$ cat config.mk
export PLATFORM = sky130hd
export DESIGN_NAME = obi_data_arbiter
export DESIGN_NICKNAME = d
export VERILOG_FILES = /design/src/rtl/obi_pkg.sv /design/src/rtl/obi_id_fifo.sv /design/src/rtl/obi_data_arbiter.sv
export SDC_FILE = /design/constraint.sdc
export NUM_CORES = 1
export LEC_CHECK = 0
export BUFFER_PORTS_ARGS = -buffer_cell sky130_fd_sc_hd__buf_2
export CAP_MARGIN = 20
export CELL_PAD_IN_SITES_DETAIL_PLACEMENT = 1
export CELL_PAD_IN_SITES_GLOBAL_PLACEMENT = 2
export CORE_MARGIN = 1
export CORE_UTILIZATION = 10
export CTS_CLUSTER_DIAMETER = 100
export DETAILED_ROUTE_END_ITERATION = 10
export PLACE_DENSITY = 0.88
export SYNTH_ARGS = -nofsm -noshare
export SYNTH_HDL_FRONTEND = slang
export SYNTH_SLANG_ARGS = --single-unit
export TNS_END_PERCENT = 50
$ cat constraint.sdc
create_clock -name clk -period 2.4 [get_ports clk]
set_input_delay 0.12 -clock clk [delete_from_list [all_inputs] [get_ports clk]]
set_output_delay 0.12 -clock clk [all_outputs]
set_load 0.02 [all_outputs]
$ cat src/rtl/obi_pkg.sv
`default_nettype none
// ============================================================================
// Module      : obi_pkg
// Description : Shared types and constants for the OBI data-port arbiter.
// Revision    : 1.0 - initial release
// ============================================================================
package obi_pkg;

    localparam int NUM_MASTERS = 2;
    localparam int OBI_ADDR_W  = 32;
    localparam int OBI_DATA_W  = 32;

    // Master ID: 0 = LSU, 1 = secondary master
    typedef logic mid_t;

    typedef struct packed {
        logic [OBI_ADDR_W-1:0]   addr;
        logic                    we;
        logic [OBI_DATA_W/8-1:0] be;
        logic [OBI_DATA_W-1:0]   wdata;
    } obi_req_t;

endpackage
`default_nettype wire

$ cat src/rtl/obi_id_fifo.sv
`default_nettype none
// ============================================================================
// Module      : obi_id_fifo
// Description : In-order FIFO of granted master IDs used to steer responses.
// Revision    : 1.0 - initial release
// ============================================================================
module obi_id_fifo
    import obi_pkg::*;
#(
    parameter int DEPTH = 2
) (
    input  logic                       clk,
    input  logic                       rst,
    input  logic                       push,
    input  logic                       pop,
    input  mid_t                       din,
    output mid_t                       head,
    output logic [$clog2(DEPTH+1)-1:0] count,
    output logic                       full,
    output logic                       empty
);

    localparam int c_PTR_W = (DEPTH > 1) ? $clog2(DEPTH) : 1;
    localparam int c_CNT_W = $clog2(DEPTH + 1);

    mid_t               r_mem [DEPTH];
    logic [c_PTR_W-1:0] r_wr_ptr;
    logic [c_PTR_W-1:0] r_rd_ptr;
    logic [c_CNT_W-1:0] r_count;

    // Pointers wrap modulo DEPTH, which need not be a power of two
    function automatic logic [c_PTR_W-1:0] ptr_inc(input logic [c_PTR_W-1:0] p);
        return (p == c_PTR_W'(DEPTH - 1)) ? '0 : p + 1'b1;
    endfunction

    always_ff @(posedge clk) begin
        if (push) begin
            r_mem[r_wr_ptr] <= din;
        end
    end

    always_ff @(posedge clk) begin
        if (rst) begin
            r_wr_ptr <= '0;
            r_rd_ptr <= '0;
            r_count  <= '0;
        end else begin
            if (push) begin
                r_wr_ptr <= ptr_inc(r_wr_ptr);
            end
            if (pop) begin
                r_rd_ptr <= ptr_inc(r_rd_ptr);
            end
            case ({push, pop})
                2'b10:   r_count <= r_count + 1'b1;
                2'b01:   r_count <= r_count - 1'b1;
                default: r_count <= r_count;
            endcase
        end
    end

    assign head  = r_mem[r_rd_ptr];
    assign count = r_count;
    assign full  = (r_count == c_CNT_W'(DEPTH));
    assign empty = (r_count == '0);

endmodule
`default_nettype wire

$ cat src/rtl/obi_data_arbiter.sv
`default_nettype none
// ============================================================================
// Module      : obi_data_arbiter
// Description : Round-robin arbiter sharing one OBI data port between the LSU
//               (m0) and a secondary master (m1), with in-order response steering.
// Revision    : 1.0 - initial release
// ============================================================================
module obi_data_arbiter
    import obi_pkg::*;
#(
    parameter int MAX_OUTSTANDING = 2,
    parameter int ADDR_W          = 32,
    parameter int DATA_W          = 32
) (
    input  logic                               clk,
    input  logic                               rst,
    input  logic [NUM_MASTERS-1:0]             m_req_i,
    input  logic [NUM_MASTERS*ADDR_W-1:0]      m_addr_i,
    input  logic [NUM_MASTERS-1:0]             m_we_i,
    input  logic [NUM_MASTERS*(DATA_W/8)-1:0]  m_be_i,
    input  logic [NUM_MASTERS*DATA_W-1:0]      m_wdata_i,
    output logic [NUM_MASTERS-1:0]             m_gnt_o,
    output logic [NUM_MASTERS-1:0]             m_rvalid_o,
    output logic [DATA_W-1:0]                  m_rdata_o,
    output logic                               data_req_o,
    output logic [ADDR_W-1:0]                  data_addr_o,
    output logic                               data_we_o,
    output logic [DATA_W/8-1:0]                data_be_o,
    output logic [DATA_W-1:0]                  data_wdata_o,
    input  logic                               data_gnt_i,
    input  logic                               data_rvalid_i,
    input  logic [DATA_W-1:0]                  data_rdata_i,
    output logic                               busy_o,
    output logic                               spurious_o
);

    localparam int c_BE_W  = DATA_W / 8;
    localparam int c_CNT_W = $clog2(MAX_OUTSTANDING + 1);

    mid_t               r_rr_ptr;
    logic               r_lock;
    mid_t               r_locked_id;

    mid_t               w_sel;
    logic               w_req;
    logic               w_hs;
    logic               w_pop;
    mid_t               w_head;
    logic [c_CNT_W-1:0] w_count;
    logic               w_full;
    logic               w_empty;

    // A stalled request keeps its master selected until granted
    always_comb begin
        w_sel = 1'b0;
        if (r_lock) begin
            w_sel = r_locked_id;
        end else if (&m_req_i) begin
            w_sel = r_rr_ptr;
        end else if (m_req_i[1]) begin
            w_sel = 1'b1;
        end
    end

    // Full is not relieved by a same-cycle pop: keeps rvalid off the req path
    assign w_req = m_req_i[w_sel] & ~w_full & ~rst;
    assign w_hs  = w_req & data_gnt_i;
    assign w_pop = data_rvalid_i & ~w_empty & ~rst;

    always_ff @(posedge clk) begin
        if (rst) begin
            r_rr_ptr    <= 1'b0;
            r_lock      <= 1'b0;
            r_locked_id <= 1'b0;
        end else if (w_hs) begin
            r_rr_ptr <= ~w_sel;
            r_lock   <= 1'b0;
        end else if (w_req) begin
            r_lock      <= 1'b1;
            r_locked_id <= w_sel;
        end
    end

    obi_id_fifo #(
        .DEPTH (MAX_OUTSTANDING)
    ) u_id_fifo (
        .clk   (clk),
        .rst   (rst),
        .push  (w_hs),
        .pop   (w_pop),
        .din   (w_sel),
        .head  (w_head),
        .count (w_count),
        .full  (w_full),
        .empty (w_empty)
    );

    assign data_req_o   = w_req;
    assign data_addr_o  = rst ? '0 : (w_sel ? m_addr_i[2*ADDR_W-1:ADDR_W] : m_addr_i[ADDR_W-1:0]);
    assign data_we_o    = ~rst & m_we_i[w_sel];
    assign data_be_o    = rst ? '0 : (w_sel ? m_be_i[2*c_BE_W-1:c_BE_W] : m_be_i[c_BE_W-1:0]);
    assign data_wdata_o = rst ? '0 : (w_sel ? m_wdata_i[2*DATA_W-1:DATA_W] : m_wdata_i[DATA_W-1:0]);

    assign m_gnt_o    = {w_hs & w_sel, w_hs & ~w_sel};
    assign m_rvalid_o = {w_pop & w_head, w_pop & ~w_head};
    assign m_rdata_o  = rst ? '0 : data_rdata_i;

    assign busy_o     = ~rst & (w_count != '0);
    assign spurious_o = ~rst & data_rvalid_i & w_empty;

endmodule
`default_nettype wire

==> flow_metrics.tcl, run 1 <==
set metrics [dict create \
    clock_path_buffers 2 \
    async_flop_share 0 \
    clock_latency_ns 0.24 \
    skew_ns 0.00125 \
    initial_core_util 0.102 \
    power_density_nw_per_um2 388 \
    crit_chain "nand2b_4, o21a_2, inv_6, nand2_1, a21oi_1, buf_2" \
    drtPass1Iterations 4 \
    cts_setup_buffers 0 \
    cts_resized 0 \
    route.antenna.remaining_nets 0 \
    period_share 0.870 \
    clock_sinks 10 \
    htreeDepth 1 \
    status "complete, no violations" \
    setup_viol 0 \
    antenna_found_initial 1 \
    fin_tns_setup_ns 0 \
    cp_max_fo 73 \
    clk_pin_slew_ns 0.04 \
    pwr-share-seq 0.154 \
    dieArea_um2 18100 \
    power.internal_mw 0.722 \
    ys_top_cells_by_area "nand2_1 30%, a21oi_1 20%, nor2b_1 12%, dfxtp_1 9.1%, buf_6 5.1%" \
    hpwl_um 8210 \
    synth_nets 496 \
    p_leak_nw 1.95 \
    start_kind "flip-flop" \
    synth_cells 319 \
    hold_viol_final 0 \
    wl_per_cell_um 12.5 \
    vdd_drop_max_mv 0.165 \
    die_h_um 135 \
    crit_type "flip-flop to primary output" \
    synthToLayoutAreaGrowth_pct 93.8 \
    tightest_slew_ns 0.612 \
    cts_made_buffers 3 \
    ys_seq_area_frac 0.125 \
    synth_edf_count 2 \
    drv_cap 0 \
    slowest_delay_ns 0.42 \
    track_usage 0.101 \
    clkPwrFrac 0.225 \
    design_area_um2 3410 \
    cp_slowest_cell "inv_6" \
    fin_crit_ns 2.09 \
    switching_power_mw 0.600 \
    rows 48 \
    synth-seq-cells 10 \
    reg2reg_setup_slack_ns 0.37 \
    fin_nets 762 \
    drc_errors 0 \
    vias 3150 \
    switching_share 0.454 \
    crit_arrival_ns 1.97 \
    crit_required_ns 2.28 \
    routed_via_density 3.89 \
    die_w_um 135 \
    rsz0062_at_grt "false" \
    synth_cell_types 28 \
    synth_area_leader_cell "nand2_1" \
    netlist.area_leader.share 0.297 \
    syn_area_um2 1760 \
    routed_wl_um 10100 \
    drt_iter0_drc 50 \
    grt_overflow 0 \
    synthFlopType "dfxtp_1" \
    drive_gt1_frac 0.510 \
    slew_violations 0 \
    layout_common_cells "282 x buf_2, 139 x nand2_1, 71 x a21oi_1, 33 x nor2b_1, 9 x nor2_1" \
    placed_cell_area_um2 3330 \
    relSlewSlack 0.592 \
    ys.warnings.count 0 \
    place_congestion 0.748 \
    end_kind "primary output" \
    cts-root-buf "clkbuf_16" \
    io_pins 284 \
    port_buffers 283 \
    ctsHoldBuffers 0 \
    hold_class "input pin to flip-flop" \
    p_comb_frac 0.621 \
    core_area_um2 17200 \
    max_clock_freq_ghz 0.479 \
    final_common_cell "buf_2" \
    cts_tree "done" \
    synth.avg_cell_area_um2 5.51 \
    grt_pass1_vias 3053 \
    grt_max_degree 74 \
    p_total_mw 1.32 \
    grt_pass1_wl_um 14700 \
]
-- worst max-delay path, delay by kind of cell (launching register included) --
family	cells	cell delay, ns
compound gates	2	0.48
buf+inv	2	0.62
flops	1	0.33
simple gates	2	0.27
-- stage by stage --
step           worst slack [ns]  hold slack, ns  utilization  instances
6_report                  0.312           0.207        0.198        810
5_1_grt                   0.200           0.223        0.198        809
4_1_cts                   0.262           0.206        0.198        809
3_5_place_dp              0.392           0.455        0.193        805
3_3_place_gp              0.468           0.451        0.193        805
2_1_floorplan             0.562           0.303            -        319
-- cell usage after synthesis (all sizes together) (2+ instances only) --
cell type	instances
clkbuf	12
mux2i	4
xnor2	2
and2	3
edfxtp	2
nand2	140
nor3	2
a311oi	2
nor2b	34
inv	3
a21oi	71
nor2	9
buf	15
nand2b	5
dfxtp	8
-- kinds of logic (layout without fill, tap and decap cells) --
group | after synthesis | in the layout | share of synthesized area
AO/OA/AOI/OAI | 75 | 75 | 0.233
other | 0 | 1 | 0
AND/OR/NAND/NOR | 196 | 196 | 0.491
multiplexers | 4 | 4 | 0.0228
XOR/XNOR | 3 | 3 | 0.0149
flip-flops | 10 | 10 | 0.125
buffers and inverters | 30 | 295 | 0.106
adder cells (fa/ha/maj) | 1 | 1 | 0.00711
-- flip-flops by register name (all words and copies together) (netlist names), named ones only --
name / flops
u_id_fifo.count: 2
u_id_fifo.r_mem: 2
r_lock: 1
r_locked_id: 1
r_rr_ptr: 1
u_id_fifo.r_rd_ptr: 1
u_id_fifo.r_wr_ptr: 1
-- worst paths after layout --
check / start / end / cells past startpoint
max: r_lock$_SDFFE_PP0N_ / data_wdata_o[18] / 6
min: data_gnt_i / r_locked_id$_SDFFE_PP0P_ / 3
min reg2reg: u_id_fifo.r_wr_ptr$_SDFFE_PP0N_ / u_id_fifo.r_wr_ptr$_SDFFE_PP0N_ / 1
max reg2reg: u_id_fifo.count[0]$_SDFFE_PP0P_ / u_id_fifo.count[1]$_SDFFE_PP0P_ / 6
-- routing by layer --
metal / share of wire / routed length [µm] / global-route usage / up-vias
li1: - / - / - / 1554
met1: 0.38 / 3820 / 0.105 / 1396
met2: 0.50 / 5090 / 0.203 / 196
met3: 0.11 / 1120 / 0.0263 / 4
met4: 0.0054 / 55 / 0.0169 / 0
met5: 0 / 0 / 0 / -
-- power by group through the flow --
stage	Clock [mW]	Combinational [mW]	Sequential (mW)
3_3_place_gp	0	0.831	0.203
2_1_floorplan	0	0.517	0.201
5_1_grt	0.315	0.906	0.204
3_5_place_dp	0	0.837	0.205
6_report	0.298	0.821	0.203
4_1_cts	0.305	0.841	0.203
-- cell type report --
cell class | count | area [µm²]
Antenna cell | 1 | 2.50
Clock buffer | 3 | 75.1
Timing Repair Buffer | 288 | 1460
Inverter | 3 | 16.3
Tap cell | 225 | 282
Clock inverter | 1 | 3.75
Fill cell | 2288 | 13800
Multi-Input combinational cell | 279 | 1350
Sequential cell | 10 | 220
Power figures use the tool's default switching activity.
==> run 2: changes to the inputs <==
--- a/config.mk
+++ b/config.mk
@@ -5,6 +5,7 @@
 export SDC_FILE = /design/constraint.sdc
 export NUM_CORES = 1
 export LEC_CHECK = 0
+export ABC_AREA = 1
 export BUFFER_PORTS_ARGS = -buffer_cell sky130_fd_sc_hd__buf_2
 export CAP_MARGIN = 20
 export CELL_PAD_IN_SITES_DETAIL_PLACEMENT = 1
@@ -12,8 +13,9 @@
 export CORE_MARGIN = 1
 export CORE_UTILIZATION = 10
 export CTS_CLUSTER_DIAMETER = 100
+export CTS_CLUSTER_SIZE = 20
 export DETAILED_ROUTE_END_ITERATION = 10
-export PLACE_DENSITY = 0.88
+export PLACE_DENSITY = 0.93
 export SYNTH_ARGS = -nofsm -noshare
 export SYNTH_HDL_FRONTEND = slang
 export SYNTH_SLANG_ARGS = --single-unit
==> flow_metrics.tcl, run 2 <==
set metrics [dict create \
    vdd_drop_max_mv 0.180 \
    synth_compound_area_frac 0.225 \
    ys_top_cells_by_area "nor2_1 39%, o21ai_0 18%, inv_1 11%, dfxtp_1 9.2%, edfxtp_1 3.4%" \
    setup_viol 0 \
    start_kind "flip-flop" \
    end_kind "flip-flop" \
    wl_per_cell_um 11.1 \
    hold_viol_final 0 \
    synth.avg_cell_area_um2 4.65 \
    power_density_nw_per_um2 358 \
    synth_cell_types 20 \
    layout_common_cells "283 x buf_2, 182 x nor2_1, 62 x o21ai_0, 51 x inv_1, 15 x nand2_1" \
    crit_arrival_ns 2.02 \
    die_w_um 134 \
    hpwl_um 7990 \
    drc_errors 0 \
    synthFlopType "dfxtp_1" \
    routed_via_density 3.80 \
    hold_class "input pin to flip-flop" \
    synth_area_leader_cell "nor2_1" \
    clock_sinks 10 \
    synth_nets 553 \
    synth_top_family_by_area "simple AND/OR/NAND/NOR gates" \
    muxShareOfSynthArea 0 \
    grt_pass1_wl_um 14400 \
    tightest_slew_ns 0.660 \
    cts_resized 0 \
    place_congestion 0.750 \
    synth-adder-area-share 0.00715 \
    diodes 0 \
    core_area_um2 16800 \
    netlist.area_leader.share 0.391 \
    routed_wl_um 9610 \
    grt_overflow 0 \
    clock_latency_ns 0.24 \
    clk_pin_slew_ns 0.04 \
    synthXorXnorAreaFrac 0.00501 \
    track_usage 0.0959 \
    fin_crit_ns 1.90 \
    min_from "m_req_i[0]" \
    initial_core_util 0.104 \
    cp_max_fo 6 \
    fin_tns_setup_ns 0 \
    crit_type "flip-flop to flip-flop" \
    cts_setup_buffers 0 \
    fin_nets 821 \
    async_flop_share 0 \
    synth_edf_count 2 \
    max_clock_freq_ghz 0.525 \
    p_leak_nw 2.22 \
    rows 47 \
    final_common_cell "buf_2" \
    worstHoldPathCells 4 \
    synth_most_common_cell "nor2_1" \
    synthSimpleGateAreaFrac 0.461 \
    route.antenna.remaining_nets 0 \
    die_h_um 134 \
    worstRegToRegCells 10 \
    fillers 2290 \
    relSlewSlack 0.560 \
    synthToLayoutAreaGrowth_pct 97.9 \
    dieArea_um2 18000 \
    htreeDepth 1 \
    cts-root-buf "clkbuf_16" \
    period_share 0.793 \
    grt_max_degree 76 \
    status "complete, no violations" \
    drt_iter0_drc 75 \
    hold_path_end "r_locked_id$_SDFFE_PP0P_" \
    vias 3277 \
    io_pins 284 \
    cts_tree "done" \
    clock_path_buffers 2 \
    antenna_found_initial 0 \
    slew_violations 0 \
    synth_cells 376 \
    cts_made_buffers 3 \
    p_total_mw 1.24 \
    rsz0062_at_grt "false" \
    grt_pass1_vias 3095 \
    crit_required_ns 2.52 \
    port_buffers 283 \
    drv_cap 0 \
    ys.warnings.count 0 \
    syn_area_um2 1750 \
    rr_endpoint "u_id_fifo.count[1]$_SDFFE_PP0P_" \
    drive_gt1_frac 0.463 \
    skew_ns 0.00241 \
    drtPass1Iterations 3 \
    r2r-start "u_id_fifo.count[0]$_SDFFE_PP0P_" \
    synth-seq-cells 10 \
    ys_seq_area_frac 0.126 \
    reg2reg_setup_slack_ns 0.50 \
    ctsHoldBuffers 0 \
    ys_top_cells_by_count "182 x nor2_1, 62 x o21ai_0, 51 x inv_1" \
]
run 2: layout make-up:
| type | instances | area, µm² | area share |
|---|---|---|---|
| multi-input cells | 288 | 1230 | 0.355 |
| well taps | 220 | 275 | 0.0795 |
| clock buffers | 3 | 75.1 | 0.0217 |
| clock inverters | 1 | 3.75 | 0.00108 |
| inverters | 52 | 195 | 0.0564 |
| repair buffers | 289 | 1460 | 0.422 |
| flip-flops and latches | 10 | 220 | 0.0636 |
run 2: logic make-up (layout without fill, tap and decap cells):
kind of cell | Yosys count | after routing
adder cells (fa/ha/maj) | 1 | 1
AO/OA/AOI/OAI | 78 | 78
AND/OR/NAND/NOR | 208 | 208
buffers and inverters | 78 | 345
flip-flops | 10 | 10
XOR/XNOR | 1 | 1
run 2: power by group:
group / leakage [nW] / switching (mW) / internal [mW]
registers: 0.0840 / 0.00625 / 0.184
clock network: 0.0385 / 0.0776 / 0.218
logic: 2.10 / 0.474 / 0.279
run 2: worst max-delay path, cell delays in order, from the launching register on:
cell and delay [ns]:
dfxtp_1 0.34, inv_1 0.10, nand2_1 0.08, nand2_1 0.06
nor2_2 0.23, nand3_2 0.17, ha_1 0.36, a21oi_1 0.12
o21ai_0 0.11, o21ai_0 0.16, a21oi_1 0.05
run 2: worst max path at each step:
stage,startpoint,to
after global placement,u_id_fifo.count[0]$_SDFFE_PP0P_,u_id_fifo.count[1]$_SDFFE_PP0P_
final,u_id_fifo.count[0]$_SDFFE_PP0P_,u_id_fifo.count[1]$_SDFFE_PP0P_
after floorplan,u_id_fifo.count[0]$_SDFFE_PP0P_,u_id_fifo.count[1]$_SDFFE_PP0P_
after CTS,r_lock$_SDFFE_PP0N_,data_addr_o[20]
after detailed placement,u_id_fifo.count[0]$_SDFFE_PP0P_,u_id_fifo.count[1]$_SDFFE_PP0P_
after global routing,u_id_fifo.count[0]$_SDFFE_PP0P_,u_id_fifo.count[1]$_SDFFE_PP0P_
run 2: per-stage QoR:
step	cell area (µm²)	hold slack, ns	utilization	worst slack, ns	std cells
finish	3460	0.218	0.206	0.497	863
global route	3460	0.255	0.206	0.291	863
CTS	3460	0.217	0.206	0.475	863
detailed placement	3380	0.463	0.201	0.527	859
global placement	3380	0.455	0.201	0.587	859
floorplan	1750	0.330	-	0.581	376
run 2: routing by layer:
| layer | wire length (µm) | share of wire | vias to the layer above | global-route usage |
|---|---|---|---|---|
| met5 | 0 | 0 | - | 0 |
| met4 | 27 | 0.0028 | 0 | 0.00936 |
| met3 | 1010 | 0.10 | 2 | 0.0227 |
| met2 | 4940 | 0.51 | 179 | 0.195 |
| met1 | 3640 | 0.38 | 1418 | 0.101 |
| li1 | - | - | 1678 | - |
